$ cat src/rtl/db_buf_rd_ctrl.sv
// Read-side controller for the deblocking pixel buffer: issues wrapped sequential reads
// under a 3-credit budget and streams the returned words out through a 3-entry FIFO.
module db_buf_rd_ctrl #(
  parameter int unsigned PIXEL_WIDTH = 8,
  parameter int unsigned DEPTH       = 208,
  localparam int unsigned W          = PIXEL_WIDTH * 8
) (
  input  logic         clk,
  input  logic         rst_n,
  input  logic         start_i,
  input  logic [7:0]   base_addr_i,
  input  logic [7:0]   len_i,
  output logic         busy_o,
  output logic         done_o,
  output logic         rd_re_o,
  output logic [7:0]   rd_addr_o,
  input  logic [W-1:0] rd_data_i,
  output logic         out_valid_o,
  input  logic         out_ready_i,
  output logic [W-1:0] out_data_o
);

  localparam logic [1:0] StIdle  = 2'd0;
  localparam logic [1:0] StRun   = 2'd1;
  localparam logic [1:0] StDrain = 2'd2;
  localparam logic [1:0] StDone  = 2'd3;

  localparam logic [7:0] LastAddr = 8'(DEPTH - 1);

  logic [1:0]   state_q, state_d;
  logic [7:0]   addr_q, addr_d;
  logic [7:0]   remain_q, remain_d;
  logic         inflight_q;
  logic [W-1:0] mem_q [3];
  logic [1:0]   wr_ptr_q, rd_ptr_q;
  logic [1:0]   count_q, count_d;

  logic issue, push, pop, drain_ok;

  // Credits cover both stored words and the word still in the buffer's read pipe.
  assign issue    = (state_q == StRun) && (remain_q != 8'd0) &&
                    (({1'b0, count_q} + {2'b00, inflight_q}) < 3'd3);
  assign push     = inflight_q;
  assign pop      = out_valid_o && out_ready_i;
  // Leave DRAIN in the cycle of the final transfer so done_o lands one cycle later.
  assign drain_ok = !inflight_q && ((count_q == 2'd0) || ((count_q == 2'd1) && pop));

  assign busy_o      = (state_q == StRun) || (state_q == StDrain);
  assign done_o      = (state_q == StDone);
  assign rd_re_o     = issue;
  assign rd_addr_o   = addr_q;
  assign out_valid_o = (count_q != 2'd0);
  assign out_data_o  = mem_q[rd_ptr_q];

  always_comb begin
    state_d  = state_q;
    addr_d   = addr_q;
    remain_d = remain_q;
    unique case (state_q)
      StIdle: begin
        if (start_i) begin
          addr_d   = base_addr_i;
          remain_d = len_i;
          state_d  = (len_i != 8'd0) ? StRun : StDone;
        end
      end
      StRun: begin
        if (issue) begin
          addr_d   = (addr_q == LastAddr) ? 8'd0 : addr_q + 8'd1;
          remain_d = remain_q - 8'd1;
          if (remain_q == 8'd1) state_d = StDrain;
        end
      end
      StDrain: begin
        if (drain_ok) state_d = StDone;
      end
      StDone: state_d = StIdle;
      default: state_d = StIdle;
    endcase
  end

  always_comb begin
    count_d = count_q;
    if (push && !pop)      count_d = count_q + 2'd1;
    else if (pop && !push) count_d = count_q - 2'd1;
  end

  always_ff @(posedge clk or negedge rst_n) begin
    if (!rst_n) begin
      state_q    <= StIdle;
      addr_q     <= 8'd0;
      remain_q   <= 8'd0;
      inflight_q <= 1'b0;
      wr_ptr_q   <= 2'd0;
      rd_ptr_q   <= 2'd0;
      count_q    <= 2'd0;
      for (int i = 0; i < 3; i++) mem_q[i] <= '0;
    end else begin
      state_q    <= state_d;
      addr_q     <= addr_d;
      remain_q   <= remain_d;
      inflight_q <= issue;
      count_q    <= count_d;
      if (push) begin
        mem_q[wr_ptr_q] <= rd_data_i;
        wr_ptr_q        <= (wr_ptr_q == 2'd2) ? 2'd0 : wr_ptr_q + 2'd1;
      end
      if (pop) rd_ptr_q <= (rd_ptr_q == 2'd2) ? 2'd0 : rd_ptr_q + 2'd1;
    end
  end

endmodule

$ cat config.mk
export PLATFORM = sky130hd
export DESIGN_NAME = db_buf_rd_ctrl
export DESIGN_NICKNAME = d
export VERILOG_FILES = /design/src/rtl/db_buf_rd_ctrl.sv
export SDC_FILE = /design/constraint.sdc
export NUM_CORES = 1
export LEC_CHECK = 0
export CAP_MARGIN = 20
export CORE_ASPECT_RATIO = 0.9
export CORE_UTILIZATION = 30
export CTS_BUF_LIST = sky130_fd_sc_hd__clkbuf_8
export DETAILED_ROUTE_END_ITERATION = 10
export SLEW_MARGIN = 0
export SYNTH_ARGS = -nofsm -noshare
export SYNTH_HDL_FRONTEND = slang
export SYNTH_SLANG_ARGS = --single-unit
$ cat constraint.sdc
create_clock -name clk -period 4.35 [get_ports clk]
set_input_delay 0.87 -clock clk [delete_from_list [all_inputs] [get_ports clk]]
set_output_delay 0.87 -clock clk [all_outputs]
set_load 0.02 [all_outputs]
Word-level counts from Yosys, hierarchy flattened --
Cells that the tools add are included.
Storage, ports and cells: input bits 84, output and inout bits 76, word-level logic and storage cells 79, register bits after elaboration 217
Cells by class: reduce and logical (&&, ||, !) cells 21, multiplexer cells 23, add/subtract/negate cells 7, bitwise logic cells 2, equality and inequality tests 12, magnitude comparators 4
Operators with widths (count):
- 192-bit bitwise mux | 1
- 64-bit two-way mux | 3
- 64-bit binary-select mux with 2-bit select | 1
- 64-bit demux with 2-bit select | 1
- 8-bit two-way mux | 5
- 8-bit one-hot mux with 2 select lines | 2
- 2-bit two-way mux | 9
- 8-bit nonzero test | 2
- 8-bit by 1-bit adder with 8-bit output, second input constant | 1
- 2-bit equality test, second input constant | 4
- 8-bit by 1-bit equality test with 1-bit output, second input constant | 1
- 8-bit equality test, second input constant | 1
- 1-bit logical AND | 8
- 2-bit one-hot mux with 4 select lines | 1
- 8-bit by 1-bit subtractor with 8-bit output, second input constant | 1
- 2-bit by 1-bit adder with 2-bit output, second input constant | 3
- 3-bit greater-or-equal comparator, second input constant | 2
- 2-bit inequality test, second input constant | 3
- 2-bit NOT with 3-bit output | 2
- 2-bit nonzero test | 3
- 2-bit by 1-bit equality test with 1-bit output, second input constant | 2
- 2-bit zero test | 2
- 4-bit AND reduction | 1
- 2-bit by 1-bit adder with 3-bit output | 1
- other kinds (7) | 9

Depth between registers and ports, before layout --
Gate-level depths: netlist of run 1.
depth in word-level cells 7, mapped depth 9, mapped depth without buffers 7

Worst setup path after synthesis of run 1 --
No wires, ideal clock.
kind reg2out, start register rd_ptr_q[1], end output out_data_o[25], data arrival time 1.532 ns, path slack 1.948 ns, cell stages (with the launch flop) 6, buffers on the path 3, data required time 3.480 ns, cells stage by stage dfrtp_1 > clkbuf_1 > buf_2 > buf_2 > mux2i_1 > o21ai_0
On the way: cells in the longest elaborated chain, start to end 4
RTL lines:
- from (decl) | line 35 | logic [1:0] wr_ptr_q, rd_ptr_q;
- from (signal assigned) | line 108 | if (pop) rd_ptr_q <= (rd_ptr_q == 2'd2) ? 2'd0 : rd_ptr_q + 2'd1;
- 2-bit NOT with 3-bit output (implied by the code) | line 53 | assign out_data_o = mem_q[rd_ptr_q];
- 64-bit binary-select mux with 2-bit select | line 53
- 64-bit two-way mux (implied by the code) (2 in a row) | line 53
- to (decl) | line 20 | output logic [W-1:0] out_data_o
Every way passes these cells. The select of a mux whose other input is x is not followed.

Final worst setup path of run 1 --
start register rd_ptr_q[1], end output out_data_o[29]
Same word-level chain as after synthesis.

==> impl_metrics.env, run 1 <==
export IMPL_synthDominantAreaCellType="dfrtp_1"
export IMPL_report_final_hold_viol_count=0
export IMPL_top_achievable_clock_speed_mhz=253
export IMPL_cts_made_buffers=40
export IMPL_synth_top_cell_area_share=0.541
export IMPL_post_synth_instance_area_um2=10000
export IMPL_cap_violations=0
export IMPL_status="finished clean"
export IMPL_clkPwrFrac=0.174
export IMPL_rsz0062_at_grt="false"
export IMPL_die_height_um=175
export IMPL_area_delta_synth_final_pct=27.8
export IMPL_grt_use_total=0.146
export IMPL_finalSetupTns_ns=0
export IMPL_slew_violations=0
export IMPL_power_leakage_nw=5.34
export IMPL_grt_pass1_wl_mm=39.8
export IMPL_placement_rows=63
export IMPL_crit_required_ns=3.48
export IMPL_synth_cell_types=44
export IMPL_grt_busiest_layer="met2"
export IMPL_post_route_util=0.389
export IMPL_setup_violations_final=0
export IMPL_dr_total_vias=6823
export IMPL_cts_tree="yes"
export IMPL_floorplan_initialDensity=0.304
export IMPL_most_frequent_cells_after_synthesis="dfrtp_1 (217), mux2_2 (194), o21ai_0 (82)"
export IMPL_fp_dieArea_um2=34200
export IMPL_fp_dieW_um=195
export IMPL_clockRootBuffer="clkbuf_8"
export IMPL_worst_setup_hold_path_clk_slew_ns=0.06
export IMPL_post_drt_wl_per_cell_um=17.3
export IMPL_route_final_wire_length_mm=24.6
export IMPL_number_of_synthesized_flops_with_an_enable_pin=0
export IMPL_number_of_sinks_on_the_clock_net=217
export IMPL_detail_route_drc_violations=0
export IMPL_boundaryPins=160
export IMPL_asyncSetResetFlopFracSynth=1.00
export IMPL_dp_hpwl_mm=15.3
export IMPL_timing_final_crit_share=0.910
export IMPL_synth_seq_cells=217
export IMPL_netlist_top_cells_area="dfrtp_1 (54%), mux2_2 (22%), mux2i_1 (6.9%), o21ai_0 (4.1%), nand2_1 (2.9%)"
export IMPL_antenna_violating_nets_post_route=0
export IMPL_timing_critical_path_from_type="flip-flop"
export IMPL_postSynthNetCount=905
export IMPL_ys_warn_count=0
export IMPL_signal_arrival_time_at_the_worst_endpoint_ns=3.09
export IMPL_finish_net_count=1067
export IMPL_clock_path_buffers=3
export IMPL_grt_overflow=0
export IMPL_worstSetupEndpointType="primary output"
export IMPL_tightest_slew_ns=0.904
export IMPL_globalRouteMet2Util=0.223
export IMPL_timing_worst_setup_path_type="flip-flop to primary output"
export IMPL_maximum_number_of_pins_on_one_net_before_global_route_repair=94
export IMPL_comb_power_share=0.469
export IMPL_finalWeightedCongestion=0.748
export IMPL_irDropWorstVdd_v=0.000439
export IMPL_worstSkewPairLatency_ns=0.53
export IMPL_slew_headroom=0.398
export IMPL_post_synth_top_count_cell="dfrtp_1"
export IMPL_grt_util_met3=0.0373
export IMPL_grt_antenna_before_repair=0
export IMPL_power_per_cell_area_nw_per_um2=829
export IMPL_viasPerCell=4.81
export IMPL_drt_iter0_drc=276
export IMPL_power_switching_mw=3.97
export IMPL_p_sw_frac=0.374
export IMPL_fin_worst_skew_ns=0.0154
export IMPL_number_of_global_route_vias_before_repair=7232
export IMPL_layout_min_cycle_time_ns=3.96
export IMPL_syn_instance_count=808
export IMPL_post_route_worst_setup_slack_ns=0.393
export IMPL_grt_met1_usage=0.204
export IMPL_drtPass1Iterations=4
export IMPL_worst_path_maximum_fanout=36
export IMPL_clock_tree_htree_level_count=2
export IMPL_p_int_mw=6.66
export IMPL_n_antenna_cell=0
export IMPL_dpl_worst_slack_ns=0.959
export IMPL_layout_drive_gt1_share=0.271
export IMPL_synth_avg_cell_area_um2=12.4
export IMPL_ys_flop_type="dfrtp_1"
export IMPL_synth_yosys_seq_area_share=0.541
export IMPL_portBuffers=159
export IMPL_cts_hold_fix_buffers=0
export IMPL_cts_post_setup_buffers_inserted=0
export IMPL_power_share_sequential=0.357
export IMPL_hold_path_class="input port to asynchronous set/reset pin"
export IMPL_post_cts_resized=0
export IMPL_core_area_um2=32900
power groups by stage:
stage	sequential, mW	clock [mW]	combinational (mW)
after floorplan	3.54	0	3.32
after global placement	3.81	0	4.96
after detailed placement	3.83	0	5.05
after CTS	3.80	1.94	5.07
after global routing	3.95	2.03	5.41
final	3.79	1.85	4.99
layout make-up:
type	count	area [um2]
Inverter	18	67.6
Clock buffer	49	674
Timing Repair Buffer	170	1700
Fill cell	3200	20100
Multi-Input combinational cell	523	4330
Sequential cell	217	5440
Clock inverter	19	77.6
Tap cell	422	528
flip-flops by register name (all words and copies together), names as in the netlist:
name,cells
inflight_q,1
rd_addr_o,8
remain_q,8
count_q,2
wr_ptr_q,2
mem_q,192
state_q,2
rd_ptr_q,2
critical path: stages (launching register included):
cell and delay (ns):
dfrtp_4 0.89, buf_4 0.62, mux2i_1 0.16, o21ai_0 0.22, clkdlybuf4s50_1 0.65
stage by stage:
stage / hold slack, ns / instances / cell area [um2] / total power [mW]
3_5_place_dp: 0.492 / 1350 / 12100 / 8.88
4_1_cts: 0.424 / 1418 / 12800 / 10.8
3_3_place_gp: 0.487 / 1350 / 12100 / 8.77
6_report: 0.396 / 1418 / 12800 / 10.6
5_1_grt: 0.438 / 1418 / 12800 / 11.4
2_1_floorplan: 0.476 / 808 / 10000 / 6.86
cells in the final DEF (no fill, tap or decap), types with 4 or more instances in the layout:
cell type | Yosys | routed
nand2b_1 | 4 | 4
clkdlybuf4s50_1 | 0 | 158
a21o_1 | 4 | 4
o21ai_0 | 82 | 82
buf_4 | 0 | 9
nand2_1 | 78 | 78
nor2b_1 | 6 | 5
mux2_2 | 194 | 194
clkinv_2 | 0 | 5
mux2i_1 | 69 | 69
clkbuf_8 | 0 | 50
inv_1 | 18 | 32
ha_1 | 13 | 13
nand3_1 | 10 | 9
nor3_1 | 8 | 7
a21oi_1 | 11 | 11
dfrtp_1 | 217 | 215
nor2_1 | 9 | 9
cells by family (layout without fill, tap and decap cells):
| kind of cell | count (synthesis) | after routing | share of synthesized area |
|---|---|---|---|
| adder cells (fa/ha/maj) | 13 | 13 | 0.0162 |
| XOR/XNOR | 2 | 2 | 0.00175 |
| buffers and inverters | 68 | 256 | 0.0293 |
| AND/OR/NAND/NOR | 128 | 128 | 0.0597 |
| AO/OA/AOI/OAI | 117 | 117 | 0.0650 |
| multiplexers | 263 | 263 | 0.287 |
| flip-flops | 217 | 217 | 0.541 |
path summary, 6_finish.rpt:
kind	startpoint	slack (ns)	endpoint	cells after the start
max	rd_ptr_q[1]	0.39	out_data_o[29]	4
min	rst_n	0.40	mem_q[78]	1
max reg2reg	inflight_q	1.87	mem_q[46]	4
min reg2reg	mem_q[109]	0.50	mem_q[109]	1
max in group asynchronous	rst_n	3.03	mem_q[44]	2
min in group clk	mem_q[109]	0.50	mem_q[109]	1
metal layers:
metal	up-vias	wire length, um
met5	-	0
met4	0	464
met3	41	1450
met2	169	10800
met1	3415	11900
li1	3198	-
Power figures use the tool's default switching activity.
==> inputs of run 2 (changes only) <==
--- a/config.mk
+++ b/config.mk
@@ -7,6 +7,7 @@
 export LEC_CHECK = 0
 export CAP_MARGIN = 20
 export CORE_ASPECT_RATIO = 0.9
+export CORE_MARGIN = 2
 export CORE_UTILIZATION = 30
 export CTS_BUF_LIST = sky130_fd_sc_hd__clkbuf_8
 export DETAILED_ROUTE_END_ITERATION = 10
==> run 2 against run 1 <==
Effect of this change: clock power up 5%; first-iteration DRC count down 20%; worst setup slack better by 0.27 ns; combinational power up 2%; final cell count up 0.42%.
==> impl_metrics.env, run 2 (synthesis gave the netlist of run 1 again) <==
export IMPL_status="finished clean"
export IMPL_layout_min_cycle_time_ns=3.69
export IMPL_dp_hpwl_mm=14.7
export IMPL_crit_required_ns=3.48
export IMPL_die_height_um=177
export IMPL_boundaryPins=160
export IMPL_post_cts_resized=0
export IMPL_nFillCells=3248
export IMPL_placement_rows=63
export IMPL_fin_worst_skew_ns=0.0242
export IMPL_clockRootBuffer="clkbuf_8"
export IMPL_n_antenna_cell=0
export IMPL_drt_iter0_drc=220
export IMPL_power_leakage_nw=5.37
export IMPL_portBuffers=159
export IMPL_grt_antenna_before_repair=0
export IMPL_number_of_sinks_on_the_clock_net=217
export IMPL_timing_worst_setup_path_type="flip-flop to primary output"
export IMPL_layout_drive_gt1_share=0.277
export IMPL_timing_final_crit_share=0.848
export IMPL_tightest_slew_ns=0.896
export IMPL_fp_dieArea_um2=34900
export IMPL_ff_latch_area_um2=5440
export IMPL_finish_net_count=1069
export IMPL_timing_critical_path_from_type="flip-flop"
export IMPL_viasPerCell=4.79
export IMPL_grt_use_total=0.141
export IMPL_worst_setup_hold_path_clk_slew_ns=0.06
export IMPL_hold_path_class="input port to asynchronous set/reset pin"
export IMPL_setup_violations_final=0
export IMPL_final_cells=1424
export IMPL_detail_route_drc_violations=0
export IMPL_post_route_util=0.391
export IMPL_worstSkewPairLatency_ns=0.53
export IMPL_clock_tree_htree_level_count=2
export IMPL_number_of_global_route_vias_before_repair=7385
export IMPL_post_route_worst_setup_slack_ns=0.663
export IMPL_cts_made_buffers=40
export IMPL_power_per_cell_area_nw_per_um2=831
export IMPL_slew_violations=0
export IMPL_drtPass1Iterations=4
export IMPL_dr_total_vias=6821
export IMPL_top_register="mem_q"
export IMPL_placement_cell_area_um2=12100
export IMPL_layout_cells_most_common_list="dfrtp_1 (215), mux2_2 (194), clkdlybuf4s50_1 (158), o21ai_0 (82), nand2_1 (78)"
export IMPL_route_final_wire_length_mm=24.0
export IMPL_rsz0062_at_grt="false"
export IMPL_antenna_violating_nets_post_route=0
export IMPL_signal_arrival_time_at_the_worst_endpoint_ns=2.82
export IMPL_maximum_number_of_pins_on_one_net_before_global_route_repair=104
export IMPL_worstSetupEndpointType="primary output"
export IMPL_worst_path_maximum_fanout=36
export IMPL_grt_pass1_wl_mm=39.5
export IMPL_cap_violations=0
export IMPL_area_delta_synth_final_pct=28.6
export IMPL_top_achievable_clock_speed_mhz=271
export IMPL_cts_hold_fix_buffers=0
export IMPL_irDropWorstVdd_v=0.000344
export IMPL_report_final_hold_viol_count=0
export IMPL_finalWeightedCongestion=0.747
export IMPL_grt_overflow=0
export IMPL_post_drt_wl_per_cell_um=16.8
export IMPL_clock_path_buffers=3
export IMPL_cts_post_setup_buffers_inserted=0
export IMPL_cts_tree="yes"
export IMPL_multi_input_area_um2=4330
export IMPL_slew_headroom=0.403
export IMPL_floorplan_initialDensity=0.304
export IMPL_placed_cells=1352
export IMPL_dpl_worst_slack_ns=1.19
export IMPL_post_layout_instance_area_um2=12900
export IMPL_finalSetupTns_ns=0
export IMPL_fp_dieW_um=197
export IMPL_flip_flop_count_of_the_largest_register_after_layout=192
export IMPL_core_area_um2=32900
export IMPL_mostFrequentLayoutCell="dfrtp_1"
run 2: changes by cell type in the layout (fill, tap and decap cells not counted):
cell and change:
clkbuf_8 +4, buf_4 +2, inv_1 -2, clkinvlp_4 +1, inv_6 +1
run 2: area by class of cell:
type | instances | share of cell area
clock buffers | 53 | 0.0566
clock inverters | 19 | 0.00669
inverters | 18 | 0.00524
multi-input cells | 523 | 0.336
flip-flops and latches | 217 | 0.421
well taps | 422 | 0.0409
repair buffers | 172 | 0.133
run 2: worst max-delay path: stages, from the launching register on:
cell	delay (ns)
dfrtp_4	0.90
buf_12	0.35
mux2i_1	0.11
o21ai_0	0.26
clkdlybuf4s50_1	0.67
run 2: routing by layer:
metal  part of all wire  up-vias  global-route usage
li1                   -     3199                   -
met1               0.48     3433               0.197
met2               0.45      145               0.221
met3              0.049       44              0.0310
met4              0.019        0              0.0388
met5                  0        -                   0
run 2: path summary, 6_finish.rpt:
path                        startpoint             end  cells past startpoint  slack (ns)
max                        rd_ptr_q[1]  out_data_o[28]                      4        0.66
min                              rst_n       mem_q[84]                      1        0.46
max reg2reg                 state_q[1]    rd_addr_o[6]                      8        1.93
min reg2reg                 mem_q[108]      mem_q[108]                      1        0.50
max in group asynchronous        rst_n      mem_q[188]                      2        2.99
min in group clk            mem_q[108]      mem_q[108]                      1        0.50
run 2: power breakdown:
part           internal [mW]  total [mW]  leakage, nW  switching, mW
sequential              3.07        3.71         2.55          0.638
combinational           2.59        5.07         2.35           2.48
clock                   1.09        1.95        0.469          0.859
total                   6.75        10.7         5.37           3.97
run 2: per-stage QoR:
| stage | power [mW] | hold WS (ns) |
|---|---|---|
| finish | 10.7 | 0.465 |
| global route | 11.6 | 0.512 |
| CTS | 10.9 | 0.473 |
| detailed placement | 8.88 | 0.493 |
| global placement | 8.78 | 0.486 |
| floorplan | 6.86 | 0.476 |
==> inputs of run 3 (changes only) <==
==> constraint.sdc (replaced) <==
create_clock -name clk -period 3.1 [get_ports clk]
set_input_delay 0.62 -clock clk [delete_from_list [all_inputs] [get_ports clk]]
set_output_delay 0.62 -clock clk [all_outputs]
set_load 0.02 [all_outputs]
==> run 3 against run 2 <==
Effect of this change: wire length grew 4.4%; largest cell class unchanged; clock skew shrank 0.0021 ns; via count grew 1.1%; clock power grew 34%; sequential cell count is the same; highest routed layer unchanged.
==> impl_metrics.env, run 3 (synthesis gave the netlist of run 1 again) <==
export IMPL_status="finished clean"
export IMPL_core_area_um2=32900
export IMPL_timing_critical_path_from_type="flip-flop"
export IMPL_grt_antenna_before_repair=0
export IMPL_portBuffers=159
export IMPL_hold_path_class="input port to asynchronous set/reset pin"
export IMPL_slew_headroom=0.448
export IMPL_worstSetupEndpointType="primary output"
export IMPL_antenna_violating_nets_post_route=0
export IMPL_clockRootBuffer="clkbuf_8"
export IMPL_n_antenna_cell=0
export IMPL_power_leakage_nw=5.59
export IMPL_worst_path_maximum_fanout=15
export IMPL_finish_net_count=1082
export IMPL_dpl_worst_slack_ns=0.457
export IMPL_finalSetupTns_ns=0
export IMPL_rsz0062_at_grt="false"
export IMPL_cts_tree="yes"
export IMPL_top_register="mem_q"
export IMPL_flip_flop_count_of_the_largest_register_after_layout=192
export IMPL_detail_route_drc_violations=0
export IMPL_r2r_start="inflight_q"
export IMPL_setup_violations_final=0
export IMPL_drt_iter0_drc=264
export IMPL_post_layout_instance_area_um2=13100
export IMPL_report_final_hold_viol_count=0
export IMPL_placement_cell_area_um2=12300
export IMPL_irDropWorstVdd_v=0.000488
export IMPL_fin_hold_ws_ns=0.107
export IMPL_post_route_worst_setup_slack_ns=0.0610
export IMPL_cap_violations=0
export IMPL_clock_path_buffers=3
export IMPL_finalWeightedCongestion=0.738
export IMPL_boundaryPins=160
export IMPL_power_share_sequential=0.339
export IMPL_timing_final_crit_share=0.980
export IMPL_viasPerCell=4.83
export IMPL_route_final_wire_length_mm=25.1
export IMPL_layout_drive_gt1_share=0.280
export IMPL_signal_arrival_time_at_the_worst_endpoint_ns=2.42
export IMPL_grt_overflow=0
export IMPL_mostFrequentLayoutCell="dfrtp_1"
export IMPL_grt_use_total=0.146
export IMPL_final_cells=1429
export IMPL_timing_worst_setup_path_type="flip-flop to primary output"
export IMPL_p_sw_frac=0.371
export IMPL_number_of_global_route_vias_before_repair=7237
export IMPL_slew_violations=0
export IMPL_worstSkewPairLatency_ns=0.54
export IMPL_power_switching_mw=5.65
export IMPL_tightest_slew_ns=0.828
export IMPL_area_delta_synth_final_pct=30.3
export IMPL_cts_made_buffers=40
export IMPL_worst_setup_hold_path_clk_slew_ns=0.06
export IMPL_dr_total_vias=6898
export IMPL_power_per_cell_area_nw_per_um2=1160
export IMPL_top_achievable_clock_speed_mhz=329
export IMPL_placed_cells=1363
export IMPL_dp_hpwl_mm=15.8
export IMPL_cts_hold_fix_buffers=0
export IMPL_comb_power_share=0.489
export IMPL_placement_rows=63
export IMPL_drtPass1Iterations=6
export IMPL_fin_worst_skew_ns=0.0221
export IMPL_layout_min_cycle_time_ns=3.04
export IMPL_number_of_sinks_on_the_clock_net=217
export IMPL_die_height_um=177
export IMPL_layout_cells_most_common_list="dfrtp_1 (215), mux2_2 (194), clkdlybuf4s50_1 (144), o21ai_0 (82), nand2_1 (78)"
export IMPL_clock_tree_htree_level_count=2
export IMPL_fp_dieArea_um2=34900
export IMPL_maximum_number_of_pins_on_one_net_before_global_route_repair=67
export IMPL_p_int_mw=9.57
export IMPL_crit_required_ns=2.48
export IMPL_fp_dieW_um=197
export IMPL_post_drt_wl_per_cell_um=17.5
export IMPL_grt_pass1_wl_mm=40.1
export IMPL_floorplan_initialDensity=0.304
export IMPL_critical_path_startpoint="rd_ptr_q[1]"
export IMPL_clkPwrFrac=0.172
run 3: cell types whose count changed in the layout (fill, tap and decap cells not counted), moves of 3 or more:
| cell | delta |
|---|---|
| buf_12 | +9 |
| clkbuf_8 | -5 |
| clkinv_2 | -3 |
| dlymetal6s2s_1 | +13 |
| clkdlybuf4s50_1 | -14 |
| buf_4 | +4 |
run 3: path summary, 6_finish.rpt:
path	end	cells past startpoint	slack, ns
max in group asynchronous	mem_q[53]	2	2.07
min in group clk	mem_q[23]	1	0.50
hold reg to reg	mem_q[23]	1	0.50
setup / recovery	out_data_o[23]	4	0.06
setup reg to reg	mem_q[57]	4	0.93
hold / removal	mem_q[17]	1	0.11
run 3: through the flow:
| stage | power, mW | util |
|---|---|---|
| floorplan | 9.62 | - |
| global placement | 12.6 | 0.373 |
| detailed placement | 12.7 | 0.373 |
| CTS | 15.5 | 0.396 |
| global route | 16.3 | 0.397 |
| finish | 15.2 | 0.397 |
run 3: metal layers:
metal | part of all wire | track usage
met1 | 0.49 | 0.205
met2 | 0.45 | 0.222
met3 | 0.050 | 0.0319
met4 | 0.017 | 0.0473
met5 | 0 | 0
run 3: worst max-delay path: stages, from the launching register on:
cell and delay (ns):
dfrtp_4 0.51, buf_12 0.19, mux2i_1 0.13, o21ai_0 0.35, clkdlybuf4s50_1 0.69
run 3: timing repair:
action,CTS,global route
gates resized for setup,1,13
endpoints found under the setup margin,64,13
setup buffers,2,0
run 3: power by group through the flow:
stage                     clock, mW  combinational, mW  sequential [mW]
after global routing           2.89               8.06             5.37
final                          2.62               7.43             5.16
after CTS                      2.75               7.57             5.17
after floorplan                   0               4.65             4.97
after global placement            0               7.38             5.21
after detailed placement          0               7.49             5.24
run 3: cell type report:
type	count	area [um2]
Sequential cell	217	5440
Clock inverter	16	88.8
Fill cell	3203	19900
Tap cell	422	528
Multi-Input combinational cell	523	4330
Timing Repair Buffer	185	1960
Inverter	18	67.6
Clock buffer	48	661
